`src/rtl/cordic_ci_pkg.sv`:
```
// cordic_ci_pkg: shared types and defaults for the CORDIC cosine custom-instruction sequencer
package cordic_ci_pkg;
    typedef enum logic [2:0] {IDLE, LOAD, ITER, CVT, DONE} state_t;
    localparam int DEF_N_ITER  = 16;
    localparam int DEF_CVT_LAT = 1;
    localparam int ITER_W      = 5;
    localparam int CVT_W       = 3;
endpackage

```
`src/rtl/cordic_ci_if.sv`:
```
// cordic_ci_if: Nios II custom-instruction slot signals
//   clk_en, start, dataa : host -> sequencer
//   result, done         : sequencer -> host
interface cordic_ci_if #(parameter int W = 32);
    logic         clk_en;
    logic         start;
    logic [W-1:0] dataa;
    logic [W-1:0] result;
    logic         done;
    modport master (output clk_en, start, dataa, input result, done);
    modport slave  (input clk_en, start, dataa, output result, done);
endinterface

```
`src/rtl/cordic_ci_counter.sv`:
```
// cordic_ci_counter: loadable up-counter with terminal-count flag
//   clock, reset (sync, active-low), en : clock enable
//   load  : clear count to 0 (otherwise counts up while en)
//   count : current value; tc : count == LAST
module cordic_ci_counter #(
    parameter int W    = 5,
    parameter int LAST = 0
) (
    input  logic         clock,
    input  logic         reset,
    input  logic         en,
    input  logic         load,
    output logic [W-1:0] count,
    output logic         tc
);
    always_ff @(posedge clock)
        if (!reset) count <= '0;
        else if (en) count <= load ? '0 : count + 1'b1;
    assign tc = count == W'(LAST);
endmodule

```
`src/rtl/cordic_ci_sequencer.sv`:
```
// cordic_ci_sequencer: multicycle custom-instruction front end for the iterative CORDIC cosine datapath
//   clock, reset (sync, active-low)
//   ci        : custom-instruction slot (clk_en, start, dataa, result, done)
//   dp_*      : CORDIC core control (angle, load/step strobes, iteration index) and cosine return
//   cvt_*     : fixed-to-float converter input and output
//   Optional CORDIC_CI_CACHE_EN: repeat of the last completed argument finishes in one edge.
module cordic_ci_sequencer
    import cordic_ci_pkg::*;
#(
    parameter int W       = 32,
    parameter int N_ITER  = DEF_N_ITER,
    parameter int CVT_LAT = DEF_CVT_LAT
) (
    input  logic              clock,
    input  logic              reset,
    cordic_ci_if.slave        ci,
    output logic [W-1:0]      dp_angle,
    output logic              dp_load,
    output logic              dp_step,
    output logic [ITER_W-1:0] dp_iter,
    input  logic [W-1:0]      dp_cos,
    output logic [W-1:0]      cvt_fixed,
    input  logic [W-1:0]      cvt_float
);
    state_t state, state_nxt;
    logic [ITER_W-1:0] iter_cnt;
    logic iter_tc, cvt_tc, hit, fin;

    // Counters are held at zero outside their own state, so each run starts fresh
    cordic_ci_counter #(.W(ITER_W), .LAST(N_ITER - 1)) u_iter (
        .clock(clock), .reset(reset), .en(ci.clk_en), .load(state != ITER),
        .count(iter_cnt), .tc(iter_tc)
    );
    cordic_ci_counter #(.W(CVT_W), .LAST(CVT_LAT - 1)) u_cvt (
        .clock(clock), .reset(reset), .en(ci.clk_en), .load(state != CVT),
        .count(), .tc(cvt_tc)
    );

    assign fin = state == CVT && cvt_tc;

`ifdef CORDIC_CI_CACHE_EN
    logic [W-1:0] cache_arg;
    logic         cache_vld;
    assign hit = cache_vld && ci.dataa == cache_arg;
    always_ff @(posedge clock)
        if (!reset) begin
            cache_arg <= '0;
            cache_vld <= 1'b0;
        end else if (ci.clk_en && fin) begin
            cache_arg <= dp_angle;
            cache_vld <= 1'b1;
        end
`else
    assign hit = 1'b0;
`endif

    always_ff @(posedge clock)
        if (!reset) state <= IDLE;
        else if (ci.clk_en) state <= state_nxt;

    always_comb begin
        state_nxt = state;
        case (state)
            IDLE:    state_nxt = ci.start ? (hit ? DONE : LOAD) : IDLE;
            LOAD:    state_nxt = ITER;
            ITER:    state_nxt = iter_tc ? CVT : ITER;
            CVT:     state_nxt = cvt_tc ? DONE : CVT;
            DONE:    state_nxt = IDLE;
            default: state_nxt = IDLE;
        endcase
        dp_load = state == LOAD;
        dp_step = state == ITER;
        dp_iter = dp_step ? iter_cnt : '0;
    end

    always_ff @(posedge clock)
        if (!reset) begin
            dp_angle  <= '0;
            cvt_fixed <= '0;
            ci.result <= '0;
            ci.done   <= 1'b0;
        end else if (ci.clk_en) begin
            if (state == IDLE && ci.start && !hit) dp_angle <= ci.dataa;
            if (state == ITER && iter_tc) cvt_fixed <= dp_cos;
            if (fin) ci.result <= cvt_float;
            ci.done <= fin || (state == IDLE && ci.start && hit);
        end
endmodule

```
`src/flat_wrapper.sv`:
```
// flat-port wrapper written by rule: the top's interface ports become plain ports
module cordic_ci_sequencer_flat import cordic_ci_pkg::*;
#(
    parameter int W       = 32,
    parameter int N_ITER  = DEF_N_ITER,
    parameter int CVT_LAT = DEF_CVT_LAT
)
  (clock, reset, dp_angle, dp_load, dp_step, dp_iter, dp_cos, cvt_fixed, cvt_float, ci_clk_en, ci_start, ci_dataa, ci_result, ci_done);
  cordic_ci_if #(.W(W)) ci_i ();
  input  logic clock;
  input  logic reset;
  output logic [W-1:0] dp_angle;
  output logic dp_load;
  output logic dp_step;
  output logic [ITER_W-1:0] dp_iter;
  input  logic [W-1:0] dp_cos;
  output logic [W-1:0] cvt_fixed;
  input  logic [W-1:0] cvt_float;
  input wire logic [$bits(ci_i.clk_en)-1:0] ci_clk_en;
  input wire logic [$bits(ci_i.start)-1:0] ci_start;
  input wire logic [$bits(ci_i.dataa)-1:0] ci_dataa;
  output wire logic [$bits(ci_i.result)-1:0] ci_result;
  output wire logic [$bits(ci_i.done)-1:0] ci_done;
  assign ci_i.clk_en = ci_clk_en;
  assign ci_i.start = ci_start;
  assign ci_i.dataa = ci_dataa;
  assign ci_result = ci_i.result;
  assign ci_done = ci_i.done;
  cordic_ci_sequencer #(.W(W), .N_ITER(N_ITER), .CVT_LAT(CVT_LAT)) u_core (.clock(clock), .reset(reset), .ci(ci_i), .dp_angle(dp_angle), .dp_load(dp_load), .dp_step(dp_step), .dp_iter(dp_iter), .dp_cos(dp_cos), .cvt_fixed(cvt_fixed), .cvt_float(cvt_float));
endmodule
```
`config.mk`:
```
export PLATFORM = sky130hd
export DESIGN_NAME = cordic_ci_sequencer_flat
export DESIGN_NICKNAME = d
export VERILOG_FILES = /design/src/rtl/cordic_ci_pkg.sv /design/src/rtl/cordic_ci_if.sv /design/src/rtl/cordic_ci_counter.sv /design/src/rtl/cordic_ci_sequencer.sv /design/src/flat_wrapper.sv
export SDC_FILE = /design/constraint.sdc
export NUM_CORES = 1
export LEC_CHECK = 0
export BUFFER_PORTS_ARGS = -buffer_cell sky130_fd_sc_hd__buf_2
export CAP_MARGIN = 5
export CORE_ASPECT_RATIO = 2
export CORE_MARGIN = 5
export CORE_UTILIZATION = 30
export CTS_BUF_LIST = sky130_fd_sc_hd__clkbuf_2
export DETAILED_ROUTE_END_ITERATION = 7
export SETUP_SLACK_MARGIN = 0.1
export SLEW_MARGIN = 30
export SYNTH_ARGS = -nofsm -noshare
export SYNTH_HDL_FRONTEND = slang
export SYNTH_SLANG_ARGS = --single-unit
```
`constraint.sdc`:
```
create_clock -name clock -period 1.9 [get_ports clock]
set_input_delay 0.38 -clock clock [delete_from_list [all_inputs] [get_ports clock]]
set_output_delay 0.38 -clock clock [all_outputs]
set_load 0.005 [all_outputs]
```
==> results.yml, run 1 <==
die:
  rows: 63
  die_w_um: 96.8
  start_util: 0.305
  io_pins: 204
  die_area_sq_mm: 0.0178
  core_area_sq_mm: 0.0148
  fp.dieH_um: 184
power_and_ir_drop:
  ir_worst_vdd_mv: 0.348
  leakagePower_nw: 2.99
  pwr_density_cell_mw_per_mm2: 599
run_status:
  outcome: "finished with violations"
  violations: "negative setup slack"
clock_network:
  clkTransAtPathRegs_ns: 0.30
  clk-insertion-delay-late_ns: 0.57
  cts_buffer_depth: 2
  cts.sinks: 108
  htree_num_levels: 3
  cts_root_buf: "clkbuf_2"
  cts_made_buffers: 9
  cts_tree: "built"
sta:
  finClkSkew_ns: 0.0263
  grt_setup_unrepaired: "true"
  max_freq_mhz: 517
  hold_violations: 0
  timing.final.crit_share: 1.02
  slew_headroom: 0.709
  timing.hold.ws_ns: 0.112
  fin_tns_setup_ns: -0.150
  min_period_ns: 1.93
  finalSetupViolCount: 5
  worst_pin_slew_ns: 0.436
  final.setup.worst_slack_ns: -0.0335
  slew_violations: 0
global_routing:
  grt_pass1_vias: 4806
  antenna_found_initial: 2
  grt_max_degree: 65
  gr-total-overflow: 0
  grt_usage: 0.162
  grt_pass1_wl_mm: 23.8
setup_path:
  slowest_delay_ns: 0.42
  critPathMaxFanout: 7
  worstReg2RegEnd: "u_core.cvt_fixed[27]"
  r2r_cells: 6
  worstSetupPathType: "flop to output port"
  crit_top_cell: "buf_6"
  worst_setup_path_end_kind: "output port"
  ff2ff_setup_slack_ns: 0.22
  start_kind: "flop"
  worstPathArrival_ns: 1.55
  cp_cell_sequence: "nor3b_4, buf_6, and2_4, buf_6"
  rr_startpoint: "u_core.u_iter.count[0]"
  slowest_stage: "dfxtp_4"
  required_ns: 1.52
drt:
  wirelength_mm: 14.7
  via_per_inst: 5.03
  wl_per_cell_um: 15.3
  vias: 4842
  drc_errors: 0
  initialDrtViolationCount: 212
  first_pass_iters: 6
  antenna_left: 0
synth:
  ys_ff_latch: 108
  synth_area_leaders: "dfxtp_1 (48%), a21oi_1 (7.2%), nand3_1 (7.1%)"
  yosysMostFrequentCell: "dfxtp_1"
  avgSynthCellArea_sq_um: 8.78
  ys_async_sr_fraction: 0
  syn_area_sq_mm: 0.00452
  syn-num-nets: 619
  synth_top_flop_cell: "dfxtp_1"
  yosysTopAreaCell: "dfxtp_1"
  synth-edff-count: 0
  syn_inst: 515
  ys_types: 38
  ys_top_cells_by_count: "dfxtp_1 (108), a21oi_1 (65), nand3_1 (64), o21ai_0 (60), o21a_1 (36)"
  yosysTopAreaCellShare: 0.478
  yosysWarnings: 0
  yosysSeqAreaShare: 0.478
hold_path:
  min_from: "dp_cos[19]"
  hold_depth: 3
  hold_class: "input port to flop"
  min_to: "u_core.cvt_fixed[19]"
place:
  dp_hpwl_mm: 10.1
  place_congestion: 0.767
  io_buffers: 203
  placed_area_sq_mm: 0.00568
final_layout:
  fillers: 1499
  area_growth_pct: 45.8
  nets: 864
  drive_gt1_frac: 0.336
  stdcell_area_sq_mm: 0.00659
flow_run:
  cap_violations: 0
-- timing repair --
item,in CTS,in global routing
buffers inserted,7,2
endpoints found under the setup margin,7,10
hold endpoints to repair,64,0
pin swaps,2,3
hold buffers,64,0
resized for setup,16,6
-- kinds of logic after synthesis --
kind of cell / Yosys count / synth area share
compound gates: 204 / 0.268
xor+xnor: 3 / 0.00581
fa+ha+maj: 4 / 0.0111
buf+inv: 63 / 0.0697
flops: 108 / 0.478
mux: 2 / 0.00443
simple gates: 131 / 0.163
-- metrics by stage --
stage          total power, mW  setup WS (ns)   util  instances
2_1_floorplan             2.57          0.256      -        515
3_3_place_gp              2.76          0.254  0.383        871
3_5_place_dp              2.77          0.249  0.383        871
4_1_cts                   4.03         -0.113  0.442        958
5_1_grt                   4.17         -0.190  0.445        961
6_report                  3.95        -0.0335  0.445        963
-- final cells by class --
cell class                      count  area [sq um]  area share
Inverter                            6          25.0     0.00380
Timing Repair Buffer              291          1950       0.296
Antenna cell                        3          7.51     0.00114
Sequential cell                   108          2170       0.329
Tap cell                          195           244      0.0370
Clock buffer                        9          45.0     0.00683
Multi-Input combinational cell    344          2070       0.314
Clock inverter                      7          73.8      0.0112
-- state kept, by name, indices dropped and copies added (netlist names) --
name and flops:
u_core.ci.done 1, u_core.ci.result 32, u_core.cvt_fixed 32, u_core.dp_angle 32
u_core.state 3, u_core.u_cvt.count 3, u_core.u_iter.count 5
-- critical path: cells and delay by family (launching register included) --
kind | cells | cell delay, ns
and+or+nand+nor | 2 | 0.35
buffers and inverters | 2 | 0.24
DFF | 1 | 0.42
-- power breakdown --
| group | internal (mW) | switching [mW] |
|---|---|---|
| sequential | 2.32 | 0.0233 |
| combinational | 0.273 | 0.246 |
| clock | 0.314 | 0.779 |
| total | 2.90 | 1.05 |
-- layer usage --
layer  vias up  wire (um)  GRT usage
met5         -         11          0
met4         2        727     0.0934
met3        52        855     0.0387
met2       188       7710      0.294
met1      2277       5420      0.168
li1       2323          -          -
-- how the worst max path moves through the flow --
stage               slack, ns                   to  cells after the start                    from
finish                  -0.03           dp_iter[1]                      4         u_core.state[2]
global route            -0.19           dp_iter[1]                      4         u_core.state[2]
CTS                     -0.11           dp_iter[0]                      4         u_core.state[0]
detailed placement       0.25      u_core.state[0]                      6  u_core.u_iter.count[0]
global placement         0.25      u_core.state[0]                      6  u_core.u_iter.count[0]
floorplan                0.26  u_core.cvt_fixed[0]                      7  u_core.u_iter.count[0]
-- layout by cell type (no fill, tap or decap), types with 3 or more instances in the layout --
cell / n
buf_6: 8
buf_12: 6
o21ai_0: 60
nor2_1: 8
buf_2: 198
a21oi_1: 65
and2_4: 3
a21boi_0: 32
nand2_1: 3
dlygate4sd3_1: 64
clkbuf_2: 9
ha_1: 4
nand3_1: 64
diode_2: 3
and3_1: 33
inv_1: 4
nor3_1: 3
dfxtp_1: 104
buf_4: 15
o21ai_1: 5
nor2b_1: 3
o21a_1: 36
Power figures use the tool's default switching activity.
==> run 2: changes to the inputs <==
--- a/config.mk
+++ b/config.mk
@@ -5,6 +5,7 @@
 export SDC_FILE = /design/constraint.sdc
 export NUM_CORES = 1
 export LEC_CHECK = 0
+export ABC_AREA = 1
 export BUFFER_PORTS_ARGS = -buffer_cell sky130_fd_sc_hd__buf_2
 export CAP_MARGIN = 5
 export CORE_ASPECT_RATIO = 2
@@ -13,6 +14,7 @@
 export CTS_BUF_LIST = sky130_fd_sc_hd__clkbuf_2
 export DETAILED_ROUTE_END_ITERATION = 7
 export SETUP_SLACK_MARGIN = 0.1
+export SKIP_LAST_GASP = 1
 export SLEW_MARGIN = 30
 export SYNTH_ARGS = -nofsm -noshare
 export SYNTH_HDL_FRONTEND = slang
==> run 2 against run 1 <==
Net effect: power shrank 3.1%; utilization grew 3.9 points; flip-flop and latch count unchanged; the run now ends clean; worst hold slack lost 0.028 ns; area after synthesis down 12%; wire length fell by 9.9%; clock skew grew 0.013 ns; first-iteration DRC count shrank 35%; non-clock buffer count increased by 14; combinational power hardly changed; via count down 10%.
==> results.yml, run 2 <==
setup_path:
  slowest_stage: "dfxtp_2"
  slowest_delay_ns: 0.44
  cp-startpoint: "u_core.u_iter.count[0]"
  critPathMaxFanout: 8
  worst_setup_path_end_kind: "flop"
  required_ns: 2.43
  start_kind: "flop"
  worstPathArrival_ns: 2.33
  rr_startpoint: "u_core.u_iter.count[0]"
  cp_cell_sequence: "ha_4, nand2_2, nor2_2, ha_2, nand4_1, nor2_4, clkbuf_16, o21ai_2, nor2_1"
  worstSetupPathType: "flop to flop"
drt:
  wl_met3_um: 885
  initialDrtViolationCount: 137
  antenna_left: 0
  first_pass_iters: 4
  via_per_inst: 4.56
  highest_layer: "met5"
  dr_wl_met2_mm: 7.04
  wl_per_cell_um: 13.9
  wirelength_mm: 13.3
  wl_met1_mm: 4.78
  drc_errors: 0
  vias: 4334
clock_network:
  cts_buffer_depth: 2
  cts.sinks: 108
  cts_tree: "built"
  cts_root_buf: "clkbuf_2"
  clkTransAtPathRegs_ns: 0.29
  clk-insertion-delay-late_ns: 0.56
  cts_made_buffers: 9
  htree_num_levels: 3
final_layout:
  nets: 896
  drive_gt1_frac: 0.344
  reg.largest.list: "u_core.ci.result (32), u_core.cvt_fixed (32), u_core.dp_angle (32)"
  final_cell_mix: "buf_2 (203), nor2_1 (136), dfxtp_1 (103)"
  stdcell_area_sq_mm: 0.00629
  final_common_cell: "buf_2"
  area_growth_pct: 58.3
synth:
  syn_area_sq_mm: 0.00397
  syn-num-nets: 611
  ys_types: 20
  synth_top_flop_cell: "dfxtp_1"
  yosysTopAreaCellShare: 0.544
  yosysTopAreaCell: "dfxtp_1"
  ys_async_sr_fraction: 0
  ys_top_cells_by_count: "nor2_1 (142), dfxtp_1 (108), o21ai_0 (56), inv_1 (47), o21ai_1 (45)"
  yosysSeqAreaShare: 0.544
  yosysMostFrequentCell: "nor2_1"
  synth-edff-count: 0
  ys_ff_latch: 108
  avgSynthCellArea_sq_um: 7.83
  synth_area_leaders: "dfxtp_1 (54%), nor2_1 (13%), o21ai_0 (7.1%)"
  syn_inst: 507
  yosysWarnings: 0
sta:
  max_freq_mhz: 557
  worst_pin_slew_ns: 0.684
  final.setup.worst_slack_ns: 0.105
  timing.hold.ws_ns: 0.0838
  hold_violations: 0
  slew_violations: 0
  min_period_ns: 1.80
  finClkSkew_ns: 0.0393
  timing.final.crit_share: 0.945
  slew_headroom: 0.544
  grt_setup_unrepaired: "true"
  finalSetupViolCount: 0
place:
  dp_hpwl_mm: 8.94
  placed_area_sq_mm: 0.00513
  post-place-ws_ns: 0.190
  place_congestion: 0.808
  io_buffers: 203
global_routing:
  grt_pass1_wl_mm: 20.5
  grt_max_degree: 65
  grt_usage: 0.158
  gr-total-overflow: 0
  grt_pass1_vias: 4253
  antenna_found_initial: 3
die:
  die_area_sq_mm: 0.0158
  io_pins: 204
  die_w_um: 91.4
  core_area_sq_mm: 0.0130
  fp.dieH_um: 173
  rows: 59
  start_util: 0.306
power_and_ir_drop:
  pwr_density_cell_mw_per_mm2: 609
  leakagePower_nw: 2.98
  ir_worst_vdd_mv: 0.358
hold_path:
  hold_class: "input port to flop"
  min_from: "ci_dataa[28]"
run_status:
  outcome: "finished clean"
flow_run:
  cap_violations: 0
run 2: cell types whose count changed in the layout (fill, tap and decap cells not counted), moves of 12 or more:
| cell | previous run | this run |
|---|---|---|
| nor2_1 | 8 | 136 |
| nand3_1 | 64 | 4 |
| inv_1 | 4 | 44 |
| o21ai_1 | 5 | 42 |
| o21a_1 | 36 | 0 |
| and3_1 | 33 | 0 |
| a21boi_0 | 32 | 0 |
| a21oi_1 | 65 | 39 |
| dlygate4sd3_1 | 64 | 84 |
| nand2_1 | 3 | 18 |
| o21ai_0 | 60 | 46 |
| o21ai_2 | 1 | 13 |
run 2: metal layers:
layer | global-route usage | up-vias
met5 | 0 | -
met4 | 0.0845 | 2
met3 | 0.0496 | 40
met2 | 0.284 | 158
met1 | 0.159 | 1941
li1 | - | 2193
run 2: logic make-up after synthesis:
group,Yosys count,synth area share
simple gates,173,0.177
compound gates,141,0.179
flops,108,0.544
buf+inv,80,0.0848
fa+ha+maj,4,0.0126
xor+xnor,1,0.00221
run 2: power breakdown:
group          total, mW  switching, mW  internal [mW]
Clock              0.943          0.763          0.180
Combinational      0.522          0.227          0.295
Sequential          2.37         0.0325           2.33
run 2: timing repair:
item / in CTS / in global routing
hold buffers: 80 / 4
buffers inserted: 4 / 1
cloned: 0 / 3
gates resized for setup: 15 / 33
endpoints found under the hold margin: 80 / 4
pin swaps: 1 / 14
endpoints found under the setup margin: 7 / 26
run 2: worst paths after layout:
path                               to  slack (ns)  cells past startpoint
setup / recovery  u_core.cvt_fixed[3]        0.10                      9
hold / removal    u_core.dp_angle[28]        0.08                      3
setup reg to reg  u_core.cvt_fixed[3]        0.10                      9
hold reg to reg   u_core.dp_angle[10]        0.46                      2
run 2: through the flow:
step	power, mW	TNS (ns)	util	std cells
finish	3.83	0	0.484	951
global route	4.06	-0.199	0.484	951
CTS	3.89	0	0.469	941
detailed placement	2.77	0	0.395	841
global placement	2.76	0	0.395	841
floorplan	2.56	0	-	507
run 2: final cells by class:
type,instances,area [sq um]
Fill cell,1263,6710
Clock buffer,9,45.0
Antenna cell,2,5.00
Clock inverter,7,51.3
Sequential cell,108,2170
Timing Repair Buffer,305,2060
Inverter,49,186
Tap cell,152,190
Multi-Input combinational cell,319,1580
run 2: critical path: cells and delay by family, from the launching register on:
kind | cells | cell delay (ns)
AND/OR/NAND/NOR | 5 | 0.72
flip-flops | 1 | 0.44
adder cells (fa/ha/maj) | 2 | 0.32
buffers and inverters | 1 | 0.23
AO/OA/AOI/OAI | 1 | 0.05
